$ cat config.mk
export PLATFORM = sky130hd
export DESIGN_NAME = dpi_char_stream_driver
export DESIGN_NICKNAME = d
export VERILOG_FILES = /design/src/rtl/dpi_char_stream_driver_pkg.sv /design/src/rtl/dpi_stream_seen_table.sv /design/src/rtl/dpi_char_stream_driver.sv
export SDC_FILE = /design/constraint.sdc
export NUM_CORES = 1
export LEC_CHECK = 0
export ABC_AREA = 0
export BUFFER_PORTS_ARGS = -buffer_cell sky130_fd_sc_hd__buf_4
export CELL_PAD_IN_SITES_DETAIL_PLACEMENT = 0
export CELL_PAD_IN_SITES_GLOBAL_PLACEMENT = 1
export CORE_MARGIN = 2
export CORE_UTILIZATION = 46
export CTS_CLUSTER_DIAMETER = 30
export DETAILED_ROUTE_END_ITERATION = 10
export PLACE_DENSITY = 0.92
export SLEW_MARGIN = 10
export SYNTH_ARGS = -nofsm -noshare
export SYNTH_HDL_FRONTEND = slang
export SYNTH_HIERARCHICAL = 1
export SYNTH_SLANG_ARGS = --single-unit
$ cat constraint.sdc
create_clock -name clk -period 3.3 [get_ports clk]
set_clock_uncertainty 0.15 [all_clocks]
set_input_delay 0.165 -clock clk [delete_from_list [all_inputs] [get_ports clk]]
set_output_delay 0.165 -clock clk [all_outputs]
set_load 0.05 [all_outputs]
$ cat src/rtl/dpi_char_stream_driver_pkg.sv
// Shared widths and FSM encoding for the regex-matcher character stream driver.
package dpi_char_stream_driver_pkg;
  localparam int STREAM_ID_W = 6;
  localparam int CHAR_W      = 8;
  localparam int NUM_STREAMS = 64;
  localparam int CNT_W       = 32;

  typedef enum logic [2:0] {
    ST_IDLE   = 3'd0,
    ST_LOAD   = 3'd1,
    ST_GAP    = 3'd2,
    ST_STREAM = 3'd3,
    ST_DRAIN  = 3'd4,
    ST_EOP    = 3'd5
  } state_t;
endpackage

$ cat src/rtl/dpi_stream_seen_table.sv
// Bitmap of stream IDs that have completed a packet since the last clear.
// A mark in the same cycle as a clear leaves that one ID set.
module dpi_stream_seen_table
  import dpi_char_stream_driver_pkg::*;
(
  input  logic                   clk,
  input  logic                   rst_n,
  input  logic                   clear,
  input  logic                   mark,
  input  logic [STREAM_ID_W-1:0] mark_id,
  input  logic [STREAM_ID_W-1:0] lookup_id,
  output logic                   seen
);
  logic [NUM_STREAMS-1:0] bits_q;
  logic [NUM_STREAMS-1:0] bits_nxt;

  always_comb begin
    bits_nxt = clear ? '0 : bits_q;
    if (mark) bits_nxt[mark_id] = 1'b1;
  end

  always_ff @(posedge clk or negedge rst_n) begin
    if (!rst_n) bits_q <= '0;
    else        bits_q <= bits_nxt;
  end

  assign seen = bits_q[lookup_id];
endmodule

$ cat src/rtl/dpi_char_stream_driver.sv
// Converts ingress packet beats into the load_state / char_in / eop sequence
// consumed by every regex wrapper, tracking per-stream first use.
module dpi_char_stream_driver
  import dpi_char_stream_driver_pkg::*;
#(
  parameter int LOAD_GAP = 2,
  parameter int EOP_GAP  = 2
) (
  input  logic                   clk,
  input  logic                   rst_n,
  input  logic                   dpi_en,
  input  logic                   clear_seen,
  input  logic [NUM_STREAMS-1:0] enable_mask,
  input  logic [CHAR_W-1:0]      pkt_data,
  input  logic                   pkt_vld,
  input  logic                   pkt_sop,
  input  logic                   pkt_eop,
  input  logic [STREAM_ID_W-1:0] pkt_stream_id,
  output logic                   pkt_rdy,
  output logic                   load_state,
  output logic [STREAM_ID_W-1:0] stream_id,
  output logic                   new_stream_id,
  output logic                   enable,
  output logic [CHAR_W-1:0]      char_in,
  output logic                   char_in_vld,
  output logic                   eop,
  output logic [CNT_W-1:0]       pkt_count,
  output logic [CNT_W-1:0]       byte_count,
  output logic                   err_sop,
  output state_t                 dbg_state
);
  // Ingress handshake: a beat transfers on a rising edge where pkt_vld and
  // pkt_rdy are both high; pkt_rdy may depend combinationally on pkt_vld/pkt_sop.
  state_t     state, state_nxt;
  logic       first_beat;
  logic [7:0] wait_cnt;
  logic [7:0] gap_cnt;
  logic [7:0] since;
  logic       seen_hit;
  logic       start;
  logic       sop_err;
  logic       accept;

  assign start      = dpi_en & pkt_vld & pkt_sop;
  assign sop_err    = (state == ST_STREAM) & pkt_vld & pkt_sop & ~first_beat;
  assign accept     = (state == ST_STREAM) & pkt_vld & pkt_rdy;
  // Cycles since the most recent char_in_vld, counting the current cycle as 0.
  assign since      = char_in_vld ? 8'd0 : gap_cnt;
  assign load_state = (state == ST_LOAD);
  assign eop        = (state == ST_EOP);
  assign dbg_state  = state;

  always_comb begin
    state_nxt = state;
    pkt_rdy   = 1'b0;
    case (state)
      ST_IDLE: begin
        if (start)                    state_nxt = ST_LOAD;
        else if (pkt_vld && !pkt_sop) pkt_rdy   = 1'b1;
      end
      // The STREAM state accepts a beat one cycle before it shows on char_in,
      // so the gap states cover LOAD_GAP-1 cycles including LOAD itself.
      ST_LOAD:   state_nxt = (LOAD_GAP > 2) ? ST_GAP : ST_STREAM;
      ST_GAP:    if (int'(wait_cnt) >= LOAD_GAP - 3) state_nxt = ST_STREAM;
      ST_STREAM: begin
        if (sop_err) begin
          state_nxt = ST_DRAIN;
        end else begin
          pkt_rdy = 1'b1;
          if (pkt_vld && pkt_eop) state_nxt = ST_DRAIN;
        end
      end
      ST_DRAIN:  if (int'(since) >= EOP_GAP - 1) state_nxt = ST_EOP;
      ST_EOP:    state_nxt = ST_IDLE;
      default:   state_nxt = ST_IDLE;
    endcase
  end

  always_ff @(posedge clk or negedge rst_n) begin
    if (!rst_n) begin
      state         <= ST_IDLE;
      stream_id     <= '0;
      enable        <= 1'b0;
      new_stream_id <= 1'b0;
      first_beat    <= 1'b0;
      wait_cnt      <= '0;
      gap_cnt       <= '0;
      char_in       <= '0;
      char_in_vld   <= 1'b0;
      pkt_count     <= '0;
      byte_count    <= '0;
      err_sop       <= 1'b0;
    end else begin
      state <= state_nxt;
      if ((state == ST_IDLE) && start) begin
        stream_id     <= pkt_stream_id;
        enable        <= enable_mask[pkt_stream_id];
        new_stream_id <= ~seen_hit;
      end
      if (state == ST_LOAD) first_beat <= 1'b1;
      else if (accept)      first_beat <= 1'b0;
      wait_cnt    <= (state == ST_GAP) ? wait_cnt + 8'd1 : 8'd0;
      gap_cnt     <= (since == 8'hFF) ? since : since + 8'd1;
      char_in_vld <= accept;
      if (accept) begin
        char_in    <= pkt_data;
        byte_count <= byte_count + 32'd1;
      end
      if (state == ST_EOP) pkt_count <= pkt_count + 32'd1;
      if (sop_err)         err_sop   <= 1'b1;
    end
  end

  dpi_stream_seen_table u_seen (
    .clk       (clk),
    .rst_n     (rst_n),
    .clear     (clear_seen),
    .mark      (state == ST_EOP),
    .mark_id   (stream_id),
    .lookup_id (pkt_stream_id),
    .seen      (seen_hit)
  );
endmodule
=== Word level (Yosys, flattened, before mapping) ===
Cells that the tools add are included.

* Bits in registers: 158
* Word-level logic and storage cells: 67
* Output and inout bits: 88
* Input bits: 85

* Reduce and logical (&&, ||, !) cells: 9
* Add/sub/neg operators: 3
* Bitwise gates (word level): 9
* Magnitude comparators: 4
* Multiplexer cells: 21
* Eq/ne operators: 9

{| class="wikitable"
|+ Operators with widths
! operator !! number
|-
| 64-bit 2-to-1 mux || 2
|-
| 32-bit by 1-bit adder with 32-bit output, second input constant || 2
|-
| 64-bit OR || 1
|-
| 8-bit 2-to-1 mux || 2
|-
| 6-bit by 7-bit less-than comparator with 1-bit output, second input constant || 2
|-
| 1-bit binary-select mux with 6-bit select || 2
|-
| 3-bit 2-to-1 mux || 4
|-
| 3-bit case mux with 4 select lines || 1
|-
| 8-bit by 1-bit adder with 8-bit output, second input constant || 1
|-
| 8-bit equality test, second input constant || 1
|-
| 8-bit by 1-bit greater-or-equal comparator with 1-bit output, second input constant || 1
|-
| 1-bit 2-to-1 mux || 8
|-
| 1-bit AND || 6
|-
| 1-bit demux with 6-bit select || 1
|-
| 3-bit by 2-bit equality test with 1-bit output, second input constant || 2
|-
| 3-bit equality test, second input constant || 2
|-
| 6-bit by 1-bit greater-or-equal comparator with 1-bit output, second input constant || 1
|-
| 1-bit logical AND || 4
|-
| 2-bit != test, second input constant || 2
|-
| 3-bit by 1-bit equality test with 1-bit output, second input constant || 1
|-
| 3-bit logical NOT || 1
|-
| 3-bit by 2-bit != test with 1-bit output, second input constant || 1
|-
| 3-bit AND reduction || 1
|-
| 1-bit inverter || 2
|-
| other kinds (4) || 4
|}

=== Depth between registers and ports, before layout ===
* Word-level depth: 9
* Depth in mapped cells: 8
* Mapped depth without buffers: 7

=== Modules after synthesis ===
The synthesis kept the hierarchy.

{| class="wikitable"
|+ By module, submodules not included
! module !! area each (um2) !! instances !! sequential area each (um2) !! cells an instance
|-
| dpi_char_stream_driver || 4,777.1 || 1 || 2,352.3 || 405
|-
| dpi_stream_seen_table || 3,014.1 || 1 || 1,601.5 || 282
|}

=== Worst setup path before layout ===
Ideal clock, no wire load.

* Path kind: register -> register
* Start: reg state[0], in the netlist dbg_state[0]
* End: reg pkt_count[26]
* Clock period less this slack: 2.405 ns
* Buffers on the path: 1
* Cell stages (with the launch flop): 7
* Data required time: 3.008 ns
* Arrival: 2.113 ns
* Setup slack: 0.895 ns
* Library setup time: 0.142 ns
* Path through: dfrtp_1 -> and3b_1 -> buf_4 -> nand4_1 -> nor4_2 -> nand3_1 -> xnor2_1

* Word-level cells in the longest chain between the ends: 1

{| class="wikitable"
|+ RTL lines
! element !! RTL line !! RTL
|-
| start, declared || dpi_char_stream_driver.sv:34 || <nowiki>state_t state, state_nxt;</nowiki>
|-
| start signal, assigned || dpi_char_stream_driver.sv:94 || <nowiki>state <= state_nxt;</nowiki>
|-
| 3-bit equality test || - ||
|-
| net eop || dpi_char_stream_driver.sv:26 || <nowiki>output logic eop,</nowiki>
|-
| end signal, assigned || dpi_char_stream_driver.sv:109 || <nowiki>if (state == ST_EOP) pkt_count <= pkt_count + 32'd1;</nowiki>
|-
| end, declared || dpi_char_stream_driver.sv:27 || <nowiki>output logic [CNT_W-1:0] pkt_count,</nowiki>
|}

The timed path passes the listed nets, and every way through them passes these cells.
A chain may end at the register's enable or synchronous reset.

=== Final worst setup path ===
* Start: reg state[1], in the netlist dbg_state[1]
* End: reg pkt_count[26]

* Word-level cells in the longest chain between the ends: 1

{| class="wikitable"
|+ RTL lines
! element !! RTL line
|-
| 3-bit equality test || dpi_char_stream_driver.sv:109
|}

Every way passes these cells.

==> metrics <==
GR Util met1=0.283; final WL=roughly 18,000 µm; net total in the final layout=953; number of flops mapped to enable cells by yosys=0; met3 GRT Util=0.0612; setup TNS=0 ns; Core ar.=roughly 0.017 mm²; Yosys top cell by area=dfrtp_1; Worst slew margin=0.561; ANT cells=0; first-pass GRT wire length=a little under 30,000 µm; drt wl/cell=~17 µm; register area share after synthesis=0.507; Startpoint Class=flip-flop; Worst Path Buf+Inv=0; status=complete, no violations; Synth cell types=56; H-tree depth=4; gpl congestion=0.819; row cnt=47; critical path cell sequence=and3b_1 -> nand4_1 -> nor4_2 -> nand3_1 -> xnor2_1; WP data arrival=between 2 and 3 ns; top cells by count, synth=dfrtp_1, inv_1, o22ai_1, xnor2_1, nand2_1; DRC violations left=0; GR Util met2=0.323; gr usage total=0.208; Layout area overhead=27.4%; worst-path fanout max=10; DRT iter0 DRCs=approximately 320; Crit path required time=approximately 3.5 ns; Hold Crit Class=in2reg; syn avg cell area=around 11 µm²; Area contributors post-synth=dfrtp_1, mux4_2, xnor2_1, o22ai_1, inv_1; vias in the first global route=roughly 5,900; Worst path max stage delay=about 0.56 ns; Die Y-Extent=between 100 and 150 µm; synthesized cell area=0.00779 mm²; Clk Latency, worst-skew pair=approximately 0.43 ns; antenna violations before repair=0; asr flop ratio synth=1.00; main flop type after synthesis=dfrtp_1; count of pins over their slew limit=0; Yosys top cell area share=0.507; Initial Util=0.470; final hold viol count=0; I/O pin total=about 170; share of cells above drive strength 1=0.307; crit path kind=reg2reg; worst-margin pin slew=~0.66 ns; static leakage=around 4.5 nW; Congestion Overflow GR=0; Clock Tree Buf Depth=2; TritonCTS Buffers=17; pwr dens=612 mW/mm²; critical path's slowest cell=nor4_2; detailed placement HPWL=12,600 µm; Max IR drop VDD=slightly above 0.0007 V; Final WS setup=approximately 0.9 ns; final count of negative-setup-slack endpoints=0; Root Driver=clkbuf_16; remaining antenna violation count=0; via count=approximately 6,000; top-count cell post-synth=dfrtp_1; Via density=between 5 and 6; Crit path max-delay family=simple AND/OR/NAND/NOR gates; DRT Pass-1 Iters=6; Yosys reg bits=about 160; Yosys warning count=6; pin count of the biggest net entering global routing=approximately 70; Max Cap Viol=0; # clock sinks=between 150 and 200; Post-Syn Nets=around 780; Setup Fix Bufs, Post-CTS=0; die width=roughly 130 µm; Setup WS pre-CTS=around 1 ns; GRT busiest layer=met2; full die area=about 0.018 mm²; CTS clk-pin slew, worst paths=0.06 ns; Mapped Cells=just under 700; Fmax=approximately 420 MHz; CTS tree=built; I/O Buffers=~170; RSZ-0062 raised after global routing=false; post-route clock period utilization=0.727; Crit. End Element=flip-flop; minimum clock period=2.40 ns
## worst reg2reg max path, cell delays in order, from the launching register on
cell,delay (ns)
dfrtp_1,0.48
and3b_1,0.47
nand4_1,0.25
nor4_2,0.56
nand3_1,0.20
xnor2_1,0.16
## layer usage
metal / up-vias / share of wire / wire length, µm
met1: 2942 / 0.45 / 8170
met5: - / 0 / 0
met3: 19 / 0.075 / 1360
met2: 200 / 0.46 / 8290
li1: 2794 / - / -
met4: 0 / 0.014 / 261
## what timing repair did
item / CTS / global route
hold endpoints to repair: 81 / 0
resized for setup: 0 / 0
hold buffers: 13 / 0
## sequential cells by signal, summed over array words and instances (netlist names)
| signal | cells |
|---|---|
| byte_count | 32 |
| char_in | 8 |
| char_in_vld | 1 |
| dbg_state | 3 |
| enable | 1 |
| err_sop | 1 |
| first_beat | 1 |
| gap_cnt | 8 |
| new_stream_id | 1 |
| pkt_count | 32 |
| stream_id | 6 |
| u_seen/bits_q | 64 |
## through the flow
step                      instances  power, mW  hold slack (ns)  area, µm²   util
after floorplan                 687       3.64           -0.281       7790      -
after global placement         1051       4.20           0.0739       9230  0.557
after detailed placement       1051       4.23           0.0764       9230  0.557
after CTS                      1096       6.12           0.0517       9930  0.599
after global routing           1096       6.36            0.103       9930  0.599
final                          1096       6.07           0.0806       9930  0.599
## path summary, 6_finish.rpt
path	from	endpoint	slack, ns	cells past startpoint
hold reg to reg	err_sop	err_sop	0.32	1
min in group asynchronous	rst_n	byte_count[12]	0.17	2
hold / removal	dpi_en	dbg_state[0]	0.08	5
setup reg to reg	dbg_state[1]	pkt_count[26]	0.90	5
max in group asynchronous	rst_n	pkt_count[30]	2.07	3
setup / recovery	dbg_state[1]	pkt_count[26]	0.90	5
## cell usage in the layout, fill, tap and decap left out, types with 21 or more instances in the layout
cell type / count
buf_4: 174
mux4_2: 23
inv_1: 78
dfrtp_1: 158
nand2_1: 45
nor2_1: 21
xnor2_1: 49
nand3_1: 27
mux2_2: 22
o22ai_1: 65
## cell type report
class	count	area (µm²)
Timing Repair Buffer	189	1470
Inverter	78	293
Sequential cell	158	3950
Multi-Input combinational cell	419	3370
Tap cell	220	275
Clock buffer	17	425
Clock inverter	15	141
Fill cell	1401	6660
## power by group
part	internal [mW]	switching, mW	leakage [nW]
combinational	0.661	1.14	2.11
sequential	2.14	0.260	2.13
clock	1.05	0.825	0.258
## logic make-up (layout without fill, tap and decap cells)
family,count (synthesis),after routing,share of synthesized area
muxes,60,60,0.128
buffers and inverters,110,299,0.0597
DFF,158,158,0.507
AOI/OAI and AO/OA,95,95,0.0785
and+or+nand+nor,192,192,0.143
xor gates and xnor gates,67,67,0.0753
adders and majority gates,5,5,0.00803
No activity file was read; power rests on OpenSTA's default activity.
